## config.mk

```make
export PLATFORM = sky130hd
export DESIGN_NAME = exe_stage_div_flat
export DESIGN_NICKNAME = d
export VERILOG_FILES = /design/src/rtl/exe_stage_div_if.sv /design/src/rtl/exe_stage_div.sv /design/src/flat_wrapper.sv
export SDC_FILE = /design/constraint.sdc
export NUM_CORES = 1
export LEC_CHECK = 0
export ABC_CLOCK_PERIOD_IN_PS = 7700
export CAP_MARGIN = 20
export CELL_PAD_IN_SITES_DETAIL_PLACEMENT = 0
export CELL_PAD_IN_SITES_GLOBAL_PLACEMENT = 1
export CORE_MARGIN = 2
export CORE_UTILIZATION = 39
export DETAILED_ROUTE_END_ITERATION = 6
export PLACE_DENSITY_LB_ADDON = 0.1
export SYNTH_ARGS = -nofsm -noshare
export SYNTH_HDL_FRONTEND = slang
export SYNTH_SLANG_ARGS = --single-unit
```

## constraint.sdc

```tcl
create_clock -name clk -period 7.7 [get_ports clk]
set_clock_uncertainty 0.15 [all_clocks]
set_input_delay 1.54 -clock clk [delete_from_list [all_inputs] [get_ports clk]]
set_output_delay 1.54 -clock clk [all_outputs]
set_load 0.02 [all_outputs]
```

## src/rtl/exe_stage_div_if.sv

```systemverilog
// ID->EXE handshake and instruction bundle.
// master: ID stage (drives valid and the bundle), slave: EXE stage (drives allowin).
interface exe_stage_div_if;
   logic        id_to_exe_valid;
   logic        exe_allowin;
   logic [31:0] id_pc;
   logic [5:0]  id_rf_all;        // {rf_we, rf_waddr[4:0]}
   logic [75:0] id_alu_data_all;  // {alu_op[11:0], src1[31:0], src2[31:0]}
   logic [2:0]  id_div_op;        // {is_div, is_signed, want_rem}
   logic        id_res_from_mem;
   logic        id_mem_we;
   logic [31:0] id_rkd_value;

   modport master (
      output id_to_exe_valid, id_pc, id_rf_all, id_alu_data_all,
             id_div_op, id_res_from_mem, id_mem_we, id_rkd_value,
      input  exe_allowin
   );

   modport slave (
      input  id_to_exe_valid, id_pc, id_rf_all, id_alu_data_all,
             id_div_op, id_res_from_mem, id_mem_we, id_rkd_value,
      output exe_allowin
   );
endinterface

```

## src/rtl/exe_stage_div.sv

```systemverilog
// EXE pipeline stage with an iterative radix-2 restoring divider
// (div.w / mod.w / div.wu / mod.wu). Non-divide instructions pass through
// with no added latency using the external combinational ALU.
// Optional feature macro: DIV_EARLY_ZERO_EN -- divide-by-zero and signed
// overflow finish straight from IDLE instead of running all iterations.
module exe_stage_div #(
   parameter int DIV_ITER = 32   // one quotient bit per cycle; equals datapath width
) (
   input  logic                 clk,
   input  logic                 resetn,
   exe_stage_div_if.slave       id_bus,
   output logic [11:0]          exe_alu_op,
   output logic [31:0]          exe_alu_src1,
   output logic [31:0]          exe_alu_src2,
   input  logic [31:0]          alu_result,
   input  logic                 mem_allowin,
   output logic                 exe_to_mem_valid,
   output logic                 exe_valid,
   output logic [31:0]          exe_pc,
   output logic [31:0]          exe_result,
   output logic [5:0]           exe_rf_all,
   output logic                 exe_res_from_mem,
   output logic                 exe_mem_we,
   output logic [31:0]          exe_rkd_value,
   output logic [38:0]          exe_fwd_all
);

   localparam int CNT_W = $clog2(DIV_ITER);
   localparam logic [CNT_W-1:0] CNT_LAST = CNT_W'(DIV_ITER - 1);

   typedef enum logic [1:0] {IDLE, BUSY, DONE} div_state_t;

   // bundle registers
   logic        exe_valid_reg;
   logic [31:0] pc_reg;
   logic [5:0]  rf_all_reg;
   logic [11:0] alu_op_reg;
   logic [31:0] alu_src1_reg;
   logic [31:0] alu_src2_reg;
   logic [2:0]  div_op_reg;
   logic        res_from_mem_reg;
   logic        mem_we_reg;
   logic [31:0] rkd_value_reg;

   // divider state
   div_state_t  state_reg;
   logic [CNT_W-1:0] cnt_reg;
   logic [31:0] div_rem_reg;     // partial remainder
   logic [31:0] div_quo_reg;     // dividend bits shifted out, quotient bits shifted in
   logic [31:0] div_dvs_reg;     // divisor magnitude
   logic        quo_neg_reg;
   logic        rem_neg_reg;
   logic [31:0] div_result_reg;

   logic is_div, is_signed, want_rem;
   logic ready_go, allowin, handoff, capture;

   assign is_div    = div_op_reg[2];
   assign is_signed = div_op_reg[1];
   assign want_rem  = div_op_reg[0];

   assign ready_go         = ~is_div | (state_reg == DONE);
   assign allowin          = ~exe_valid_reg | (ready_go & mem_allowin);
   assign exe_to_mem_valid = exe_valid_reg & ready_go;
   assign handoff          = exe_to_mem_valid & mem_allowin;
   assign capture          = id_bus.id_to_exe_valid & allowin;
   assign id_bus.exe_allowin = allowin;

   // operand magnitudes and result signs, latched when a divide starts
   logic        src1_neg, src2_neg;
   logic [31:0] src1_mag, src2_mag;
   assign src1_neg = is_signed & alu_src1_reg[31];
   assign src2_neg = is_signed & alu_src2_reg[31];
   assign src1_mag = src1_neg ? (~alu_src1_reg + 32'd1) : alu_src1_reg;
   assign src2_mag = src2_neg ? (~alu_src2_reg + 32'd1) : alu_src2_reg;

   // one restoring step; the borrow bit of the 33-bit difference decides the quotient bit
   logic [32:0] rem_sh, diff;
   logic        sub_ok;
   logic [31:0] rem_step, quo_step, rem_fix, quo_fix;
   assign rem_sh   = {div_rem_reg, div_quo_reg[31]};
   assign diff     = rem_sh - {1'b0, div_dvs_reg};
   assign sub_ok   = ~diff[32];
   assign rem_step = sub_ok ? diff[31:0] : rem_sh[31:0];
   assign quo_step = {div_quo_reg[30:0], sub_ok};
   assign rem_fix  = rem_neg_reg ? (~rem_step + 32'd1) : rem_step;
   assign quo_fix  = quo_neg_reg ? (~quo_step + 32'd1) : quo_step;

`ifdef DIV_EARLY_ZERO_EN
   logic        early_zero, early_ovf, early_hit;
   logic [31:0] early_result;
   assign early_zero   = (alu_src2_reg == 32'd0);
   assign early_ovf    = is_signed & (alu_src1_reg == 32'h8000_0000) & (alu_src2_reg == 32'hFFFF_FFFF);
   assign early_hit    = early_zero | early_ovf;
   assign early_result = early_zero ? (want_rem ? alu_src1_reg : 32'hFFFF_FFFF)
                                    : (want_rem ? 32'd0 : 32'h8000_0000);
`endif

   // stage occupancy and bundle capture; bundle holds unless a new instruction is accepted
   always_ff @(posedge clk or negedge resetn) begin
      if (!resetn) begin
         exe_valid_reg    <= 1'b0;
         pc_reg           <= '0;
         rf_all_reg       <= '0;
         alu_op_reg       <= '0;
         alu_src1_reg     <= '0;
         alu_src2_reg     <= '0;
         div_op_reg       <= '0;
         res_from_mem_reg <= 1'b0;
         mem_we_reg       <= 1'b0;
         rkd_value_reg    <= '0;
      end else begin
         if (allowin) exe_valid_reg <= id_bus.id_to_exe_valid;
         if (capture) begin
            pc_reg           <= id_bus.id_pc;
            rf_all_reg       <= id_bus.id_rf_all;
            alu_op_reg       <= id_bus.id_alu_data_all[75:64];
            alu_src1_reg     <= id_bus.id_alu_data_all[63:32];
            alu_src2_reg     <= id_bus.id_alu_data_all[31:0];
            div_op_reg       <= id_bus.id_div_op;
            res_from_mem_reg <= id_bus.id_res_from_mem;
            mem_we_reg       <= id_bus.id_mem_we;
            rkd_value_reg    <= id_bus.id_rkd_value;
         end
      end
   end

   // divider FSM: IDLE latches operands, BUSY iterates, DONE holds the signed-fixed result
   always_ff @(posedge clk or negedge resetn) begin
      if (!resetn) begin
         state_reg      <= IDLE;
         cnt_reg        <= '0;
         div_rem_reg    <= '0;
         div_quo_reg    <= '0;
         div_dvs_reg    <= '0;
         quo_neg_reg    <= 1'b0;
         rem_neg_reg    <= 1'b0;
         div_result_reg <= '0;
      end else begin
         case (state_reg)
            IDLE: begin
               if (exe_valid_reg & is_div) begin
                  cnt_reg     <= '0;
                  div_rem_reg <= '0;
                  div_quo_reg <= src1_mag;
                  div_dvs_reg <= src2_mag;
                  // a zero divisor yields an all-ones quotient regardless of signs
                  quo_neg_reg <= (src1_neg ^ src2_neg) & (alu_src2_reg != 32'd0);
                  rem_neg_reg <= src1_neg;
`ifdef DIV_EARLY_ZERO_EN
                  if (early_hit) begin
                     div_result_reg <= early_result;
                     state_reg      <= DONE;
                  end else begin
                     state_reg      <= BUSY;
                  end
`else
                  state_reg   <= BUSY;
`endif
               end
            end
            BUSY: begin
               div_rem_reg <= rem_step;
               div_quo_reg <= quo_step;
               cnt_reg     <= cnt_reg + CNT_W'(1);
               if (cnt_reg == CNT_LAST) begin
                  div_result_reg <= want_rem ? rem_fix : quo_fix;
                  state_reg      <= DONE;
               end
            end
            DONE: begin
               if (handoff) state_reg <= IDLE;
            end
            default: state_reg <= IDLE;
         endcase
      end
   end

   assign exe_valid        = exe_valid_reg;
   assign exe_pc           = pc_reg;
   assign exe_rf_all       = rf_all_reg;
   assign exe_alu_op       = alu_op_reg;
   assign exe_alu_src1     = alu_src1_reg;
   assign exe_alu_src2     = alu_src2_reg;
   assign exe_res_from_mem = res_from_mem_reg;
   assign exe_mem_we       = mem_we_reg;
   assign exe_rkd_value    = rkd_value_reg;
   assign exe_result       = is_div ? div_result_reg : alu_result;
   assign exe_fwd_all      = {exe_valid_reg & (res_from_mem_reg | (is_div & (state_reg != DONE))),
                              rf_all_reg, exe_result};

endmodule

```

## src/flat_wrapper.sv

```systemverilog
// flat-port wrapper written by rule: the top's interface ports become plain ports
module exe_stage_div_flat 
#(
   parameter int DIV_ITER = 32                                                       
)
  (clk, resetn, exe_alu_op, exe_alu_src1, exe_alu_src2, alu_result, mem_allowin, exe_to_mem_valid, exe_valid, exe_pc, exe_result, exe_rf_all, exe_res_from_mem, exe_mem_we, exe_rkd_value, exe_fwd_all, id_bus_id_to_exe_valid, id_bus_id_pc, id_bus_id_rf_all, id_bus_id_alu_data_all, id_bus_id_div_op, id_bus_id_res_from_mem, id_bus_id_mem_we, id_bus_id_rkd_value, id_bus_exe_allowin);
  exe_stage_div_if id_bus_i ();
  input  logic clk;
  input  logic resetn;
  output logic [11:0] exe_alu_op;
  output logic [31:0] exe_alu_src1;
  output logic [31:0] exe_alu_src2;
  input  logic [31:0] alu_result;
  input  logic mem_allowin;
  output logic exe_to_mem_valid;
  output logic exe_valid;
  output logic [31:0] exe_pc;
  output logic [31:0] exe_result;
  output logic [5:0] exe_rf_all;
  output logic exe_res_from_mem;
  output logic exe_mem_we;
  output logic [31:0] exe_rkd_value;
  output logic [38:0] exe_fwd_all;
  input wire logic [$bits(id_bus_i.id_to_exe_valid)-1:0] id_bus_id_to_exe_valid;
  input wire logic [$bits(id_bus_i.id_pc)-1:0] id_bus_id_pc;
  input wire logic [$bits(id_bus_i.id_rf_all)-1:0] id_bus_id_rf_all;
  input wire logic [$bits(id_bus_i.id_alu_data_all)-1:0] id_bus_id_alu_data_all;
  input wire logic [$bits(id_bus_i.id_div_op)-1:0] id_bus_id_div_op;
  input wire logic [$bits(id_bus_i.id_res_from_mem)-1:0] id_bus_id_res_from_mem;
  input wire logic [$bits(id_bus_i.id_mem_we)-1:0] id_bus_id_mem_we;
  input wire logic [$bits(id_bus_i.id_rkd_value)-1:0] id_bus_id_rkd_value;
  output wire logic [$bits(id_bus_i.exe_allowin)-1:0] id_bus_exe_allowin;
  assign id_bus_i.id_to_exe_valid = id_bus_id_to_exe_valid;
  assign id_bus_i.id_pc = id_bus_id_pc;
  assign id_bus_i.id_rf_all = id_bus_id_rf_all;
  assign id_bus_i.id_alu_data_all = id_bus_id_alu_data_all;
  assign id_bus_i.id_div_op = id_bus_id_div_op;
  assign id_bus_i.id_res_from_mem = id_bus_id_res_from_mem;
  assign id_bus_i.id_mem_we = id_bus_id_mem_we;
  assign id_bus_i.id_rkd_value = id_bus_id_rkd_value;
  assign id_bus_exe_allowin = id_bus_i.exe_allowin;
  exe_stage_div #(.DIV_ITER(DIV_ITER)) u_core (.clk(clk), .resetn(resetn), .id_bus(id_bus_i), .exe_alu_op(exe_alu_op), .exe_alu_src1(exe_alu_src1), .exe_alu_src2(exe_alu_src2), .alu_result(alu_result), .mem_allowin(mem_allowin), .exe_to_mem_valid(exe_to_mem_valid), .exe_valid(exe_valid), .exe_pc(exe_pc), .exe_result(exe_result), .exe_rf_all(exe_rf_all), .exe_res_from_mem(exe_res_from_mem), .exe_mem_we(exe_mem_we), .exe_rkd_value(exe_rkd_value), .exe_fwd_all(exe_fwd_all));
endmodule
```

==> results of run 1 <==
cells by family after synthesis:
logic type / after synthesis / share of synthesized area
simple gates: 450 / 0.125
flops: 289 / 0.422
fa+ha+maj: 39 / 0.0289
buf+inv: 193 / 0.0530
compound gates: 450 / 0.163
xor+xnor: 142 / 0.0726
mux: 208 / 0.135
cell type report:
| class | instances | area (sq um) |
|---|---|---|
| repair buffers | 422 | 4220 |
| flip-flops and latches | 289 | 7230 |
| diodes | 4 | 10.0 |
| multi-input cells | 1289 | 9000 |
| clock inverters | 11 | 125 |
| inverters | 59 | 221 |
| clock buffers | 50 | 1000 |
| well taps | 585 | 732 |
| fillers | 4061 | 20600 |
final timing paths:
check | start | end | slack (ns) | cells after the start
max in group asynchronous | resetn | u_core.exe_alu_src1[21] | 5.20 | 2
hold reg to reg | u_core.div_dvs_reg[22] | u_core.div_dvs_reg[22] | 0.33 | 2
min in group asynchronous | resetn | u_core.div_dvs_reg[7] | 0.84 | 1
hold / removal | u_core.div_dvs_reg[22] | u_core.div_dvs_reg[22] | 0.33 | 2
setup reg to reg | u_core.div_quo_reg[31] | u_core.div_result_reg[30] | 1.42 | 23
setup / recovery | u_core.div_quo_reg[31] | u_core.div_result_reg[30] | 1.42 | 23
cell usage after synthesis (12+ instances only):
master                     number  area [sq um]
sky130_fd_sc_hd__a21o_1        17           128
sky130_fd_sc_hd__a21oi_1       70           350
sky130_fd_sc_hd__a22oi_1       34           255
sky130_fd_sc_hd__a31oi_1       14          87.6
sky130_fd_sc_hd__and2_1        12          75.1
sky130_fd_sc_hd__buf_2         12          60.1
sky130_fd_sc_hd__buf_4         39           293
sky130_fd_sc_hd__clkbuf_1      74           278
sky130_fd_sc_hd__dfrtp_1      289          7230
sky130_fd_sc_hd__ha_1          38           475
sky130_fd_sc_hd__inv_1         58           218
sky130_fd_sc_hd__mux2_2       176          1980
sky130_fd_sc_hd__mux2i_1       30           300
sky130_fd_sc_hd__nand2_1      180           676
sky130_fd_sc_hd__nand2b_1      19           119
sky130_fd_sc_hd__nand3_1       47           235
sky130_fd_sc_hd__nor2_1        76           285
sky130_fd_sc_hd__nor3_1        29           145
sky130_fd_sc_hd__o211ai_1      15           113
sky130_fd_sc_hd__o21ai_0      193           966
sky130_fd_sc_hd__o31ai_1       30           225
sky130_fd_sc_hd__o41ai_1       12           105
sky130_fd_sc_hd__or3_1         24           150
sky130_fd_sc_hd__xnor2_1       77           674
sky130_fd_sc_hd__xor2_1        65           569
power groups by stage:
| stage | clock (uW) | sequential, uW | combinational, uW |
|---|---|---|---|
| after global placement | 0 | 3130 | 8080 |
| after floorplan | 0 | 3360 | 4920 |
| after CTS | 1710 | 3160 | 8130 |
| after detailed placement | 0 | 3170 | 8090 |
| final | 1660 | 3160 | 8120 |
| after global routing | 1750 | 3290 | 8840 |
metrics by stage:
step / power (uW) / hold slack, ns / area, sq um / setup slack, ns
global placement: 11200 / 0.316 / 21400 / 1.67
floorplan: 8280 / 0.283 / 17100 / 2.21
finish: 12900 / 0.329 / 22500 / 1.42
detailed placement: 11300 / 0.320 / 21400 / 1.52
global route: 13900 / 0.354 / 22500 / 1.06
CTS: 13000 / 0.334 / 22500 / 1.47
worst register-to-register path, cell delays in order (launching register included):
cell and delay [ns]:
sky130_fd_sc_hd__dfrtp_1 0.41, sky130_fd_sc_hd__inv_1 0.06, sky130_fd_sc_hd__ha_1 0.20, sky130_fd_sc_hd__fa_1 0.41
sky130_fd_sc_hd__nand2b_1 0.21, sky130_fd_sc_hd__a211oi_2 0.35, sky130_fd_sc_hd__o21ai_2 0.16, sky130_fd_sc_hd__a211oi_1 0.34
sky130_fd_sc_hd__o21ai_0 0.16, sky130_fd_sc_hd__and2_2 0.25, sky130_fd_sc_hd__inv_2 0.20, sky130_fd_sc_hd__buf_4 0.30
sky130_fd_sc_hd__nor2_1 0.06, sky130_fd_sc_hd__a21oi_1 0.21, sky130_fd_sc_hd__ha_1 0.24, sky130_fd_sc_hd__nand2_1 0.07
sky130_fd_sc_hd__or3_1 0.37, sky130_fd_sc_hd__or4b_1 0.57, sky130_fd_sc_hd__or4_1 0.41, sky130_fd_sc_hd__o31ai_1 0.28
sky130_fd_sc_hd__nand2_1 0.21, sky130_fd_sc_hd__o21ai_0 0.26, sky130_fd_sc_hd__mux2i_1 0.21, sky130_fd_sc_hd__nand2_1 0.07
metal layers:
layer  vias to the layer above  global-route usage  share of wire
met1                      7146               0.347           0.44
met5                         -                   0        0.00087
met4                         8              0.0920          0.030
li1                       6978                   -              -
met2                       489               0.391           0.44
met3                        86              0.0773          0.082
==> run_results.csv, run 1 <==
group,metric,value,unit
floorplanning,floorplan.rows,76,
clock_network,buffers_from_clock_root_to_sink_at_most,3,
clock_network,cts_inserted_buffers,36,
setup_path,timing_worst_setup_path_type,"reg2reg",
pwr,clock_power_share,0.128,
final_layout,synthToLayoutAreaGrowth,31.6,%
sta,post-route-min-period,6.28,ns
logic_synthesis,synth.avg_cell_area,9.67,sq um
place,gp_congestion,0.960,
setup_path,cpMostUsedCell,"sky130_fd_sc_hd__nand2_1",
setup_path,critical_path.slowest_cell,"sky130_fd_sc_hd__or4b_1",
clock_network,cts_hold_buffers,0,
sta,finalHoldViolCount,0,
place,place_hpwl,43800,microns
logic_synthesis,yosys_register_bits,289,
routing,drt-total-wl,58300,microns
setup_path,critical_path_peak_fanout,22,
job,drv_cap,0,
global_routing,grt_antenna_before_repair,8,
logic_synthesis,synth-seq-area-share,0.422,
setup_path,cp-end-kind,"flip-flop",
global_routing,largest_net_degree_at_the_start_of_global_routing,151,
global_routing,groute.usage.overall,0.257,
clock_network,cts_max_level,2,
sta,slew-limit-headroom,0.261,
global_routing,grt_pass1_wl,89500,microns
routing,drt_first_pass_iters,5,
sta,final-setup-viol-count,0,
floorplanning,core_area,43200,sq um
logic_synthesis,netlist_area,17100,sq um
pwr,switchingPower,6290,uW
clock_network,cts.reportedPaths.clkPinSlew,0.06,ns
sta,fin_tns_setup,0,ns
logic_synthesis,synth_fp_nets,1997,
global_routing,first_global_vias,14900,
routing,detail_route.wl_per_cell,21.5,microns
logic_synthesis,yosysUniqueCellTypes,76,
setup_path,worst_setup_path_start_kind,"flip-flop",
pwr,vdd.ir_drop.worst,0.303,mV
place,placed_cells_incl_taps,2644,
clock_network,clock-root-buffer,"sky130_fd_sc_hd__clkbuf_16",
final_layout,layout.core_utilization,0.522,
final_layout,drive_above_1_share,0.131,
clock_network,post-cts-setup-buffer-count,0,
sta,post-route-period-util,0.816,
setup_path,critical_path_arrival,6.56,ns
sta,setup_repair_after_global_routing_missed_its_margin,"false",
logic_synthesis,synth_edf_count,0,
outcome,outcome,"completed",
floorplanning,chipHeight,214,microns
setup_path,critical_path.top_delay_family,"simple AND/OR/NAND/NOR gates",
floorplanning,floorplan.io_pins,409,
routing,drtIter0Drc,893,
global_routing,grt.overflow.total,0,
floorplanning,chipWidth,214,microns
pwr,intPower,6660,uW
sta,timing_worst_slew_pin_value,1.11,ns
logic_synthesis,async_reset_ff_frac,1.00,
pwr,power-per-cell-area,574,nW/um^2
floorplanning,floorplan.initialDensity,0.397,
clock_network,numClockSinks,289,
clock_network,clock_insertion_delay_worst_skew,0.56,ns
final_layout,most_common_library_cell_in_the_layout_ignoring_fill_and_taps,"sky130_fd_sc_hd__clkdlybuf4s50_1",
clock_network,cts_repair_resize_count,0,
final_layout,fin_nets,2323,
logic_synthesis,synthesis.yosys.warnings,0,
routing,vias_per_cell,5.43,
sta,drv_slew,0,
final_layout,layout.cells.most_common_list,"sky130_fd_sc_hd__clkdlybuf4s50_1, sky130_fd_sc_hd__dfrtp_1, sky130_fd_sc_hd__o21ai_0",
routing,route.detailed.drc,0,
min_path,worstHoldPathType,"reg2reg",
sta,fmax,159,MHz
routing,vias,14700,
final_layout,instances_no_fill,2709,
setup_path,critical_path.max_stage_delay,0.57,ns
routing,route.antenna.remaining_nets,0,
setup_path,critical_path.cell_chain,"inv_1 > ha_1 > fa_1 > nand2b_1 > a211oi_2 > o21ai_2 > a211oi_1 > o21ai_0 > and2_2 > inv_2 > buf_4 > nor2_1 > a21oi_1 > ha_1 > nand2_1 > or3_1 > or4b_1 > or4_1 > o31ai_1 > nand2_1 > o21ai_0 > mux2i_1 > nand2_1",
place,buffer_ports.inserted,408,
clock_network,cts_tree,"yes",
pwr,sequentialPowerShare,0.244,
pwr,switching_share,0.486,
logic_synthesis,ys_dominant_reg_cell,"sky130_fd_sc_hd__dfrtp_1",
setup_path,critPathBufInv,3,
logic_synthesis,synth_cells,1771,
pwr,power.leakage,0.00897,uW
pwr,combPwrFrac,0.628,
floorplanning,die-area,45600,sq um
setup_path,cp.required,7.98,ns
Note: power is estimated with default switching activity, not from simulation.
==> inputs of run 2 (changes only) <==
--- a/config.mk
+++ b/config.mk
@@ -5,12 +5,12 @@
 export SDC_FILE = /design/constraint.sdc
 export NUM_CORES = 1
 export LEC_CHECK = 0
-export ABC_CLOCK_PERIOD_IN_PS = 7700
+export ABC_CLOCK_PERIOD_IN_PS = 5300
 export CAP_MARGIN = 20
 export CELL_PAD_IN_SITES_DETAIL_PLACEMENT = 0
 export CELL_PAD_IN_SITES_GLOBAL_PLACEMENT = 1
 export CORE_MARGIN = 2
-export CORE_UTILIZATION = 39
+export CORE_UTILIZATION = 35
 export DETAILED_ROUTE_END_ITERATION = 6
 export PLACE_DENSITY_LB_ADDON = 0.1
 export SYNTH_ARGS = -nofsm -noshare
==> constraint.sdc (replaced) <==
create_clock -name clk -period 5.3 [get_ports clk]
set_clock_uncertainty 0.15 [all_clocks]
set_input_delay 1.06 -clock clk [delete_from_list [all_inputs] [get_ports clk]]
set_output_delay 1.06 -clock clk [all_outputs]
set_load 0.02 [all_outputs]
==> run_results.csv, run 2 (synthesized netlist as in run 1, its figures left out) <==
group,metric,value,unit
global_routing,grt_antenna_before_repair,2,
final_layout,fill_cells,4704,
routing,route.antenna.remaining_nets,0,
final_layout,layout.cells.most_common_list,"sky130_fd_sc_hd__clkdlybuf4s50_1, sky130_fd_sc_hd__dfrtp_1, sky130_fd_sc_hd__o21ai_0",
setup_path,critical_path_arrival,5.32,ns
place,place_hpwl,44600,microns
final_layout,instances_no_fill,2769,
final_layout,fin_nets,2351,
clock_network,cts_inserted_buffers,37,
final_layout,antenna_cells,0,
sta,final-setup-viol-count,0,
clock_network,cts_hold_buffers,0,
routing,vias_per_cell,5.32,
sta,post-route-min-period,5.06,ns
final_layout,multiInputGateArea,9130,sq um
floorplanning,floorplan.rows,81,
clock_network,clock_insertion_delay_worst_skew,0.56,ns
outcome,outcome,"completed",
final_layout,regArea,7230,sq um
routing,drtIter0Drc,941,
global_routing,first_global_vias,14900,
pwr,vdd.ir_drop.worst,0.477,mV
sta,slew-limit-headroom,0.301,
floorplanning,chipHeight,225,microns
global_routing,grt.overflow.total,0,
setup_path,startpoint,"u_core.div_dvs_reg[11]",
pwr,power.leakage,0.00915,uW
final_layout,drive_above_1_share,0.152,
routing,route.detailed.drc,0,
floorplanning,core_area,48600,sq um
global_routing,groute.usage.overall,0.231,
global_routing,largest_net_degree_at_the_start_of_global_routing,118,
routing,vias,14700,
sta,timing_worst_slew_pin_value,1.05,ns
routing,drt_first_pass_iters,7,
job,drv_cap,0,
clock_network,cts_tree,"yes",
floorplanning,floorplan.initialDensity,0.352,
min_path,min_from,"u_core.div_result_reg[4]",
routing,detail_route.wl_per_cell,21.2,microns
setup_path,cp-end-kind,"flip-flop",
setup_path,worst_setup_path_start_kind,"flip-flop",
clock_network,cts.reportedPaths.clkPinSlew,0.06,ns
floorplanning,die-area,50700,sq um
floorplanning,chipWidth,225,microns
final_layout,most_common_library_cell_in_the_layout_ignoring_fill_and_taps,"sky130_fd_sc_hd__clkdlybuf4s50_1",
sta,finalHoldViolCount,0,
sta,post-route-period-util,0.955,
sta,fmax,198,MHz
pwr,totalPowerFinal,19300,uW
setup_path,timing_worst_setup_path_type,"reg2reg",
setup_path,timing.rr.start,"u_core.div_dvs_reg[11]",
min_path,worstHoldPathType,"reg2reg",
pwr,power-per-cell-area,841,nW/um^2
place,placed_cells_incl_taps,2707,
place,buffer_ports.inserted,408,
global_routing,grt_pass1_wl,90000,microns
floorplanning,floorplan.io_pins,409,
clock_network,buffers_from_clock_root_to_sink_at_most,3,
routing,drt-total-wl,58700,microns
clock_network,numClockSinks,289,
clock_network,cts_max_level,2,
sta,drv_slew,0,
setup_path,cp.required,5.56,ns
final_layout,synthToLayoutAreaGrowth,34.1,%
clock_network,clock-root-buffer,"sky130_fd_sc_hd__clkbuf_16",
setup_path,critical_path_peak_fanout,7,
final_layout,layout.core_utilization,0.472,
place,gp_congestion,0.857,
-- run 2: cell types whose count changed in the layout (fill, tap and decap cells not counted), moves of 3 or more --
cell                       change
sky130_fd_sc_hd__a21oi_1       -7
sky130_fd_sc_hd__a21oi_2       +7
sky130_fd_sc_hd__buf_4        +26
sky130_fd_sc_hd__clkbuf_1      -3
sky130_fd_sc_hd__diode_2       -4
sky130_fd_sc_hd__ha_1          -5
sky130_fd_sc_hd__ha_2          +3
-- run 2: per-stage QoR --
| step | worst slack [ns] | area (sq um) | hold slack, ns | TNS [ns] |
|---|---|---|---|---|
| detailed placement | 0.0170 | 21700 | 0.315 | 0 |
| global placement | 0.136 | 21700 | 0.310 | 0 |
| CTS | 0.00641 | 22800 | 0.330 | 0 |
| finish | 0.239 | 23000 | 0.320 | 0 |
| global route | -0.0267 | 23000 | 0.350 | -0.0267 |
| floorplan | 0.00272 | 17100 | 0.283 | 0 |
-- run 2: cell type report --
| cell class | instances | area share |
|---|---|---|
| multi-input cells | 1289 | 0.397 |
| inverters | 59 | 0.00975 |
| flip-flops and latches | 289 | 0.315 |
| clock inverters | 13 | 0.00665 |
| well taps | 622 | 0.0339 |
| clock buffers | 48 | 0.0443 |
| repair buffers | 449 | 0.193 |
-- run 2: metal layers --
metal | up-vias | track usage | share of wire
met5 | - | 0 | 0.00048
li1 | 7013 | - | -
met1 | 7159 | 0.311 | 0.45
met4 | 4 | 0.0716 | 0.025
met3 | 75 | 0.0600 | 0.073
met2 | 480 | 0.363 | 0.45
-- run 2: worst paths after layout --
kind                                                  end  slack [ns]  depth (start not counted)
worst max-delay path            u_core.div_result_reg[20]        0.24                         22
worst min-delay path             u_core.div_result_reg[4]        0.32                          2
worst max register to register  u_core.div_result_reg[20]        0.24                         22
worst min register to register   u_core.div_result_reg[4]        0.32                          2
max in group asynchronous            u_core.exe_rf_all[0]        3.52                          2
min in group asynchronous           u_core.div_dvs_reg[8]        0.43                          1
-- run 2: critical path: stages (launching register included) --
cell and delay, ns:
sky130_fd_sc_hd__dfrtp_1 0.35, sky130_fd_sc_hd__inv_1 0.05, sky130_fd_sc_hd__ha_1 0.39, sky130_fd_sc_hd__a21oi_2 0.21
sky130_fd_sc_hd__o211ai_1 0.21, sky130_fd_sc_hd__a21oi_2 0.29, sky130_fd_sc_hd__a211oi_2 0.11, sky130_fd_sc_hd__or3_1 0.33
sky130_fd_sc_hd__and2_2 0.23, sky130_fd_sc_hd__inv_4 0.09, sky130_fd_sc_hd__nor2_1 0.06, sky130_fd_sc_hd__a21oi_2 0.13
sky130_fd_sc_hd__ha_1 0.19, sky130_fd_sc_hd__nand2_1 0.07, sky130_fd_sc_hd__or3_1 0.33, sky130_fd_sc_hd__or4b_1 0.54
sky130_fd_sc_hd__or4_4 0.44, sky130_fd_sc_hd__o31ai_4 0.12, sky130_fd_sc_hd__buf_4 0.18, sky130_fd_sc_hd__nand2b_1 0.05
sky130_fd_sc_hd__o21ai_1 0.14, sky130_fd_sc_hd__xnor2_1 0.13, sky130_fd_sc_hd__o221ai_1 0.12
-- run 2: report_power, final --
part	switching, uW	total (uW)	internal (uW)
logic	7020	12200	5200
clock network	1000	2500	1490
registers	1270	4590	3320
-- run 2: timing repair --
action / 4_1_cts / 5_1_grt
pin swaps: 0 / 5
resized for setup: 1 / 23
buffers inserted: 0 / 1
endpoints found under the setup margin: 1 / 8
